==> src/rtl/alu_unit_if.sv <==
// Purpose : operand/opcode/result bundle for alu_unit.
// Signals : Opcode      - operation select (4 bits)
//           alu_src1    - operand A
//           alu_src2    - operand B
//           Opcode_src3 - immediate shift/rotate amount (0..15)
//           td          - registered result
//           PSW         - registered flags {C, Z, V}
// Modports: master drives operation and operands, slave (the ALU) drives
//           td and PSW.
interface alu_unit_if #(
  parameter int WIDTH = 16
);
  logic [3:0]       Opcode;
  logic [WIDTH-1:0] alu_src1;
  logic [WIDTH-1:0] alu_src2;
  logic [3:0]       Opcode_src3;
  logic [WIDTH-1:0] td;
  logic [2:0]       PSW;

  modport master (
    output Opcode, alu_src1, alu_src2, Opcode_src3,
    input  td, PSW
  );

  modport slave (
    input  Opcode, alu_src1, alu_src2, Opcode_src3,
    output td, PSW
  );
endinterface

==> src/rtl/alu_unit.sv <==
// Purpose : 16-operation registered ALU. One operation per clock; the result
//           and the {C, Z, V} status word are registered, and the stored C
//           is the carry-in for ADC/SBB.
// Ports   : clk - rising-edge clock
//           rst - synchronous active-high reset (clears td and PSW)
//           bus - alu_unit_if.slave (Opcode, alu_src1, alu_src2,
//                 Opcode_src3 in; td, PSW out)
module alu_unit #(
  parameter int WIDTH = 16
) (
  input  logic      clk,
  input  logic      rst,
  alu_unit_if.slave bus
);

  typedef enum logic [3:0] {
    OP_ADD = 4'd0,  OP_SUB = 4'd1,  OP_ADC = 4'd2,  OP_SBB = 4'd3,
    OP_AND = 4'd4,  OP_OR  = 4'd5,  OP_XOR = 4'd6,  OP_NOT = 4'd7,
    OP_SHL = 4'd8,  OP_SHR = 4'd9,  OP_SAR = 4'd10, OP_ROL = 4'd11,
    OP_ROR = 4'd12, OP_INC = 4'd13, OP_CMP = 4'd14, OP_MUL = 4'd15
  } op_e;

  logic [WIDTH-1:0]   r_td;
  logic [2:0]         r_psw;

  op_e                w_op;
  logic [WIDTH-1:0]   w_a;
  logic [WIDTH-1:0]   w_b;
  logic [3:0]         w_sh;
  logic               w_cin;

  logic [WIDTH:0]     w_add;      // carry out in the top bit
  logic [WIDTH:0]     w_adc;
  logic [WIDTH:0]     w_sub;      // borrow in the top bit
  logic [WIDTH:0]     w_sbb;
  logic [WIDTH:0]     w_inc;
  logic [2*WIDTH-1:0] w_mul;
  logic [WIDTH:0]     w_shl_ext;  // bit WIDTH catches the last bit shifted out
  logic [WIDTH:0]     w_shr_ext;  // bit 0 catches the last bit shifted out
  logic [WIDTH:0]     w_sar_ext;
  logic [WIDTH-1:0]   w_rol;
  logic [WIDTH-1:0]   w_ror;

  logic [WIDTH-1:0]   w_result;
  logic               w_c;
  logic               w_v;
  logic               w_write_td;

  assign w_op  = op_e'(bus.Opcode);
  assign w_a   = bus.alu_src1;
  assign w_b   = bus.alu_src2;
  assign w_sh  = bus.Opcode_src3;
  assign w_cin = r_psw[2];

  assign w_add     = {1'b0, w_a} + {1'b0, w_b};
  assign w_adc     = {1'b0, w_a} + {1'b0, w_b} + {{WIDTH{1'b0}}, w_cin};
  assign w_sub     = {1'b0, w_a} - {1'b0, w_b};
  assign w_sbb     = {1'b0, w_a} - {1'b0, w_b} - {{WIDTH{1'b0}}, w_cin};
  assign w_inc     = {1'b0, w_a} + {{WIDTH{1'b0}}, 1'b1};
  assign w_mul     = w_a * w_b;
  assign w_shl_ext = {1'b0, w_a} << w_sh;
  assign w_shr_ext = {w_a, 1'b0} >> w_sh;
  assign w_sar_ext = $signed({w_a, 1'b0}) >>> w_sh;
  // A shift by WIDTH yields zero, so sh=0 degenerates cleanly to w_a.
  assign w_rol     = (w_a << w_sh) | (w_a >> (WIDTH - int'(w_sh)));
  assign w_ror     = (w_a >> w_sh) | (w_a << (WIDTH - int'(w_sh)));

  // NOTE: every output of this block is given a default first, so no path
  // leaves a signal unassigned and no latch is inferred.
  always_comb begin
    w_result   = '0;
    w_c        = 1'b0;
    w_v        = 1'b0;
    w_write_td = 1'b1;
    unique case (w_op)
      OP_ADD: begin
        w_result = w_add[WIDTH-1:0];
        w_c      = w_add[WIDTH];
        w_v      = (w_a[WIDTH-1] == w_b[WIDTH-1]) && (w_result[WIDTH-1] != w_a[WIDTH-1]);
      end
      OP_ADC: begin
        w_result = w_adc[WIDTH-1:0];
        w_c      = w_adc[WIDTH];
        w_v      = (w_a[WIDTH-1] == w_b[WIDTH-1]) && (w_result[WIDTH-1] != w_a[WIDTH-1]);
      end
      OP_SUB, OP_CMP: begin
        w_result   = w_sub[WIDTH-1:0];
        w_c        = w_sub[WIDTH];
        w_v        = (w_a[WIDTH-1] != w_b[WIDTH-1]) && (w_result[WIDTH-1] != w_a[WIDTH-1]);
        // CMP only updates flags; td keeps the previous result.
        w_write_td = (w_op == OP_SUB);
      end
      OP_SBB: begin
        w_result = w_sbb[WIDTH-1:0];
        w_c      = w_sbb[WIDTH];
        w_v      = (w_a[WIDTH-1] != w_b[WIDTH-1]) && (w_result[WIDTH-1] != w_a[WIDTH-1]);
      end
      OP_AND: w_result = w_a & w_b;
      OP_OR:  w_result = w_a | w_b;
      OP_XOR: w_result = w_a ^ w_b;
      OP_NOT: w_result = ~w_a;
      OP_SHL: begin
        w_result = w_shl_ext[WIDTH-1:0];
        w_c      = w_shl_ext[WIDTH];
      end
      OP_SHR: begin
        w_result = w_shr_ext[WIDTH:1];
        w_c      = w_shr_ext[0];
      end
      OP_SAR: begin
        w_result = w_sar_ext[WIDTH:1];
        w_c      = w_sar_ext[0];
      end
      OP_ROL: begin
        w_result = w_rol;
        w_c      = (w_sh != 4'd0) && w_rol[0];
      end
      OP_ROR: begin
        w_result = w_ror;
        w_c      = (w_sh != 4'd0) && w_ror[WIDTH-1];
      end
      OP_INC: begin
        w_result = w_inc[WIDTH-1:0];
        w_c      = w_inc[WIDTH];
        w_v      = (w_a == {1'b0, {(WIDTH-1){1'b1}}});
      end
      OP_MUL: begin
        w_result = w_mul[WIDTH-1:0];
        w_c      = |w_mul[2*WIDTH-1:WIDTH];
      end
      default: ;
    endcase
  end

  // NOTE: state registers use non-blocking assignments so every register
  // samples the pre-edge values, independent of statement order.
  always_ff @(posedge clk) begin
    if (rst) begin
      r_td  <= '0;
      r_psw <= '0;
    end else begin
      if (w_write_td) r_td <= w_result;
      r_psw <= {w_c, (w_result == '0), w_v};
    end
  end

  assign bus.td  = r_td;
  assign bus.PSW = r_psw;

endmodule

==> src/flat_wrapper.sv <==
// flat-port wrapper written by rule: the top's interface ports become plain ports
module alu_unit_flat 
#(
  parameter int WIDTH = 16
)
  (clk, rst, bus_Opcode, bus_alu_src1, bus_alu_src2, bus_Opcode_src3, bus_td, bus_PSW);
  alu_unit_if #(.WIDTH(WIDTH)) bus_i ();
  input  logic clk;
  input  logic rst;
  input wire logic [$bits(bus_i.Opcode)-1:0] bus_Opcode;
  input wire logic [$bits(bus_i.alu_src1)-1:0] bus_alu_src1;
  input wire logic [$bits(bus_i.alu_src2)-1:0] bus_alu_src2;
  input wire logic [$bits(bus_i.Opcode_src3)-1:0] bus_Opcode_src3;
  output wire logic [$bits(bus_i.td)-1:0] bus_td;
  output wire logic [$bits(bus_i.PSW)-1:0] bus_PSW;
  assign bus_i.Opcode = bus_Opcode;
  assign bus_i.alu_src1 = bus_alu_src1;
  assign bus_i.alu_src2 = bus_alu_src2;
  assign bus_i.Opcode_src3 = bus_Opcode_src3;
  assign bus_td = bus_i.td;
  assign bus_PSW = bus_i.PSW;
  alu_unit #(.WIDTH(WIDTH)) u_core (.clk(clk), .rst(rst), .bus(bus_i));
endmodule
==> config.mk <==
export PLATFORM = sky130hd
export DESIGN_NAME = alu_unit_flat
export DESIGN_NICKNAME = d
export VERILOG_FILES = /design/src/rtl/alu_unit_if.sv /design/src/rtl/alu_unit.sv /design/src/flat_wrapper.sv
export SDC_FILE = /design/constraint.sdc
export NUM_CORES = 1
export LEC_CHECK = 0
export ABC_AREA = 0
export CELL_PAD_IN_SITES_DETAIL_PLACEMENT = 0
export CELL_PAD_IN_SITES_GLOBAL_PLACEMENT = 2
export CORE_ASPECT_RATIO = 0.8
export CORE_UTILIZATION = 42
export CTS_BUF_LIST = sky130_fd_sc_hd__clkbuf_16
export DETAILED_ROUTE_END_ITERATION = 10
export HOLD_SLACK_MARGIN = 0.06
export PLACE_DENSITY = 0.95
export SETUP_SLACK_MARGIN = 0.5
export SKIP_CTS_REPAIR_TIMING = 1
export SYNTH_ARGS = -nofsm -noshare
export SYNTH_HDL_FRONTEND = slang
export SYNTH_SLANG_ARGS = --single-unit
==> constraint.sdc <==
create_clock -name clk -period 18.09 [get_ports clk]
set_input_delay 2.7135 -clock clk [delete_from_list [all_inputs] [get_ports clk]]
set_output_delay 2.7135 -clock clk [all_outputs]
set_load 0.02 [all_outputs]
Word-level counts from Yosys, hierarchy flattened

Cells that the tools add are included.

Word-level logic and storage cells: 59
Output and inout bits: 19
Input port bits: 42
Register bits: 19

Equal/unequal tests: 22
Shift operators: 7
Add/subtract/negate cells: 6
Multiply operators: 1
Bitwise logic cells: 6
Reductions and logical operators: 11
Muxes and demuxes: 4

Operators with widths:

| kind                                             | count |
|---|---|
| case mux 16 bit (15 select lines)                | 1 |
| bitwise OR 16 bit                                | 3 |
| == test 4 bit (second input constant)            | 8 |
| multiplier 16 x 16 -> 32 bit                     | 1 |
| left shift 16 x 32 -> 16 bit                     | 1 |
| right shift 16 x 32 -> 16 bit                    | 1 |
| adder 16 x 1 -> 17 bit (second input constant)   | 1 |
| adder 16 x 16 -> 17 bit                          | 1 |
| adder 17 x 1 -> 17 bit                           | 1 |
| left shift 16 x 4 -> 17 bit                      | 1 |
| right shift 17 x 4 -> 17 bit                     | 1 |
| >>> shifter 17 x 4 -> 17 bit                     | 1 |
| subtractor 16 x 16 -> 17 bit                     | 1 |
| subtractor 17 x 1 -> 17 bit                      | 1 |
| bitwise AND 16 bit                               | 1 |
| == test 16 x 15 -> 1 bit (second input constant) | 1 |
| == test 4 x 3 -> 1 bit (second input constant)   | 4 |
| zero test 16 bit                                 | 1 |
| NOT 16 bit                                       | 1 |
| OR reduction 16 bit                              | 1 |
| left shift 16 x 4 -> 16 bit                      | 1 |
| right shift 16 x 4 -> 16 bit                     | 1 |
| XOR 16 bit                                       | 1 |
| case mux 1 bit (11 select lines)                 | 1 |
| other kinds (11)                                 | 21 |

Depth between registers and ports, before layout

Depth after elaboration: 5
Gate-level depth with buffers: 28
Mapped depth without buffers: 26

Worst setup path before layout

Ideal clock, no wire load.

Kind: input to register
Start: input bus_alu_src1[11]
End: register u_core.r_psw[2], in the netlist u_core.bus.PSW[2]
Library setup time: 134 ps
Data required time: 17,956 ps
Path slack: 8,672 ps
Cell stages on the path: 25
Data arrival time: 9,284 ps
Buffers on the path: 3
Cells stage by stage: clkbuf_1 clkbuf_1 buf_1 nand2_1 fa_1 fa_1 inv_1 fa_1 fa_1 fa_1 inv_1 fa_1 inv_1 ha_1 nand2_1 a2111oi_0 o21ai_0 a2111oi_1 o311ai_0 a21oi_1 a21o_1 a21oi_1 xnor2_1 o41ai_1 a211oi_1

Longest elaborated chain between the ends: 4
Elaborated cells between the ends (all ways): 19
Those cells by class: add/sub: 5; mul: 1; shift: 7; mux: 1; bitwise: 2; reduce/logical: 3

Ends and longest elaborated chain:

| what                                                                                 | RTL line           | source |
|---|---|---|
| start, declared                                                                      | flat_wrapper.sv:11 | `input wire logic [$bits(bus_i.alu_src1)-1:0] bus_alu_src1;` |
| parallel branches: the longest is 3 deep, another holds multiplier 16 x 16 -> 32 bit | n/a                |  |
| case mux 1 bit (11 select lines) *                                                   | alu_unit.sv:75     | `unique case (w_op)` |
| end signal, assigned                                                                 | alu_unit.sv:143    | `r_psw <= {w_c, (w_result == '0), w_v};` |
| end, declared                                                                        | alu_unit.sv:24     | `logic [2:0] r_psw;` |

Every way passes the cells marked *.
A chain may end at the register's enable or synchronous reset.

Worst setup path in the final report

Start: input bus_alu_src1[9]
End: register u_core.r_psw[2], in the netlist u_core.bus.PSW[2]

The elaborated chain is that of the path after synthesis.

==> results.py <==
metrics = {
    "synth": {
        "seq_area_frac_synth_pct": 2.25,
        "ys_types": 99,
        "synth_area_leaders": "fa_1 (23%), ha_1 (12%), nand2_1 (5.7%)",
        "ys_ff_latch": 19,
        "synth_flop_cell": "dfxtp_1",
        "post-synth-top-count-cell": "nand2_1",
        "synth_top_area_share_pct": 23.2,
        "syn_avg_cell_area_um2": 7.73,
        "synth_area_um2": 16900,
        "synth_top_area_cell": "fa_1",
        "synthArstFlopShare_pct": 0,
        "synth_cells": 2189,
        "synth_fp_nets": 2585,
        "synth_warnings": 0,
        "synth-edff-count": 0,
        "synth_commonest_cells": "nand2_1 (257), inv_1 (244), nor2_1 (237)",
    },
    "run": {
        "cap_violations": 0,
    },
    "outcome": {
        "status": "finished, final reports clean",
    },
    "drt": {
        "wl_per_cell_um": 26.0,
        "dr.pass1.iters": 6,
        "avgViaCountPerCell": 6.43,
        "drt-total-wl_um": 69800,
        "ant_nets": 0,
        "drc": 0,
        "drt-initial-drc-count": 2412,
        "num_vias": 17235,
    },
    "floorplan": {
        "num_rows": 65,
        "dieWidth_um": 226,
        "die_area_um2": 41100,
        "die_y_um": 182,
        "fp.coreArea_um2": 39500,
        "initial_core_util_pct": 42.8,
        "pin_count": 61,
    },
    "final_layout": {
        "final_layout_size_suffix_gt1_share_pct": 7.27,
        "num_antenna_cells": 0,
        "stdcell_count": 2682,
        "syn_to_final_growth_pct": 5.88,
        "multi_input_area_um2": 14900,
        "final_area_um2": 17900,
        "n_fill_cell": 4018,
        "seq_area_um2": 380,
        "num-nets-final": 2543,
    },
    "sta": {
        "period_minus_slack_ps": 10670,
        "clock_skew_ps": 12.1,
        "max_freq_ghz": 0.0937,
        "setup_ws_ps": 7420,
        "worst_pin_slew_ps": 1160,
        "hold_viol": 0,
        "post-route-period-util_pct": 59.0,
        "setup_viol": 0,
        "tns_ps": 0,
        "rsz0062_at_grt": "false",
        "slew_viol_final": 0,
        "maxSlewHeadroom_pct": 22.1,
    },
    "worst_setup_path": {
        "cp-start-kind": "input port",
        "crit_fanout": 26,
        "cp_top_family": "adder cells",
        "path_common_cell": "fa_1",
        "critical-path-slowest-cell": "a2111oi_1",
        "max_stage_delay_ps": 860,
        "rr_worst_depth": 10,
        "path_depth": 26,
        "critical_path_required_ps": 18210,
        "crit_path_end_kind": "register",
        "worstPathArrival_ps": 10800,
        "critical_path_class": "input port to register",
        "path_buf_inv": 7,
        "rrSetupSlack_ps": 14500,
    },
    "grt": {
        "grt_pass1_vias": 16408,
        "grtUsageMet3_pct": 7.96,
        "grtUsageMet1_pct": 52.2,
        "grt_use_total_pct": 34.1,
        "grt_start_max_net_pins": 53,
        "use_met2_pct": 47.7,
        "grt-ovfl-total": 0,
        "antenna_found_initial": 3,
        "grt-busiest-layer": "met1",
        "grt_pass1_wl_um": 106000,
    },
    "place": {
        "port_buffers": 60,
        "dp_hpwl_um": 54700,
        "place_inst": 2678,
        "dpl_worst_slack_ps": 7290,
        "dpl_cell_area_um2": 17800,
        "gp_congestion": 1.02,
    },
    "clock_tree": {
        "clk_path_buf_depth": 2,
        "htree_levels": 1,
        "clk_latency_ps": 270,
        "cts-root-buf": "clkbuf_16",
        "cts_sinks": 19,
        "clk_pin_slew_worst_paths_ps": 70,
        "tritoncts": "yes",
        "cts_buffers": 3,
    },
    "power": {
        "power_mw": 2.79,
        "p_leak_nw": 7.81,
        "powerDensity_nw_per_um2": 156,
        "ir_drop_mv": 0.318,
    },
    "hold_path": {
        "min_path_cells": 2,
        "hold_path.class": "register to register",
    },
}
## per-layer routing
layer / up-vias / part of all wire (%)
li1: 7459 / -
met1: 8561 / 44
met2: 1103 / 41
met3: 106 / 13
met4: 6 / 2.4
met5: - / 0.044
## cells in the final DEF (no fill, tap or decap), types with 9 or more instances in the layout
| master | instances |
|---|---|
| nor4_1 | 12 |
| ha_1 | 158 |
| nand4_1 | 24 |
| mux2_2 | 16 |
| inv_2 | 10 |
| nand2_1 | 257 |
| xnor2_1 | 57 |
| nand2b_1 | 14 |
| clkinv_1 | 10 |
| fa_1 | 196 |
| nor2b_1 | 22 |
| o32ai_1 | 9 |
| o21a_1 | 10 |
| inv_1 | 244 |
| xor2_1 | 15 |
| a31oi_1 | 17 |
| or4_1 | 9 |
| dfxtp_1 | 19 |
| clkdlybuf4s50_1 | 56 |
| a22oi_1 | 12 |
| a221oi_1 | 9 |
| mux2i_1 | 66 |
| and2_1 | 10 |
| or3_1 | 11 |
| buf_4 | 43 |
| a21oi_1 | 103 |
| nor2_1 | 237 |
| nor3_1 | 48 |
| mux4_2 | 39 |
| nand3_1 | 55 |
| o21ai_0 | 78 |
| o22ai_1 | 27 |
| a21o_1 | 23 |
| and3_1 | 16 |
| o31ai_1 | 12 |
| o211ai_1 | 13 |
| a211oi_1 | 22 |
## flip-flops by register name, indices dropped and copies added, names as in the netlist
register,flops
u_core.bus.td,16
u_core.bus.PSW,3
## per-stage QoR
| step | hold WS (ps) | utilization, % |
|---|---|---|
| 6_report | 451 | 45.3 |
| 5_1_grt | 476 | 45.3 |
| 4_1_cts | 457 | 45.3 |
| 3_5_place_dp | 446 | 45.1 |
| 3_3_place_gp | 444 | 45.1 |
| 2_1_floorplan | 530 | - |
## report_power, final
| part | total (mW) | switching [mW] | internal [mW] |
|---|---|---|---|
| logic | 2.69 | 1.70 | 0.983 |
| clock network | 0.0501 | 0.0203 | 0.0298 |
| registers | 0.0529 | 0.00407 | 0.0488 |
| total | 2.79 | 1.73 | 1.06 |
## tightest hold or removal path, stage by stage (launching register included)
cell	delay, ps
dfxtp_1	310
nand2_1	50
a21oi_1	50
## final timing paths
| check | startpoint | to |
|---|---|---|
| setup / recovery | bus_alu_src1[9] | u_core.bus.PSW[2]$_SDFF_PP0_ |
| hold / removal | u_core.bus.td[13]$_SDFFE_PP0P_ | u_core.bus.td[13]$_SDFFE_PP0P_ |
| setup reg to reg | u_core.bus.PSW[2]$_SDFF_PP0_ | u_core.bus.PSW[2]$_SDFF_PP0_ |
| hold reg to reg | u_core.bus.td[13]$_SDFFE_PP0P_ | u_core.bus.td[13]$_SDFFE_PP0P_ |
## final cells by class
cell class	instances	share of cell area, %
Multi-Input combinational cell	1756	83.1
Inverter	264	5.53
Timing Repair Buffer	103	5.04
Tap cell	536	3.74
Sequential cell	19	2.12
Clock buffer	3	0.419
Clock inverter	1	0.0279
## cells by family (layout without fill, tap and decap cells)
| kind of cell | after synthesis | in the layout | synth area share [%] |
|---|---|---|---|
| simple gates | 762 | 762 | 20.9 |
| compound gates | 442 | 442 | 17.9 |
| buf+inv | 414 | 371 | 9.83 |
| fa+ha+maj | 354 | 354 | 34.9 |
| mux | 124 | 124 | 10.4 |
| xor+xnor | 74 | 74 | 3.88 |
| flops | 19 | 19 | 2.25 |
No activity file was read; power rests on OpenSTA's default activity.
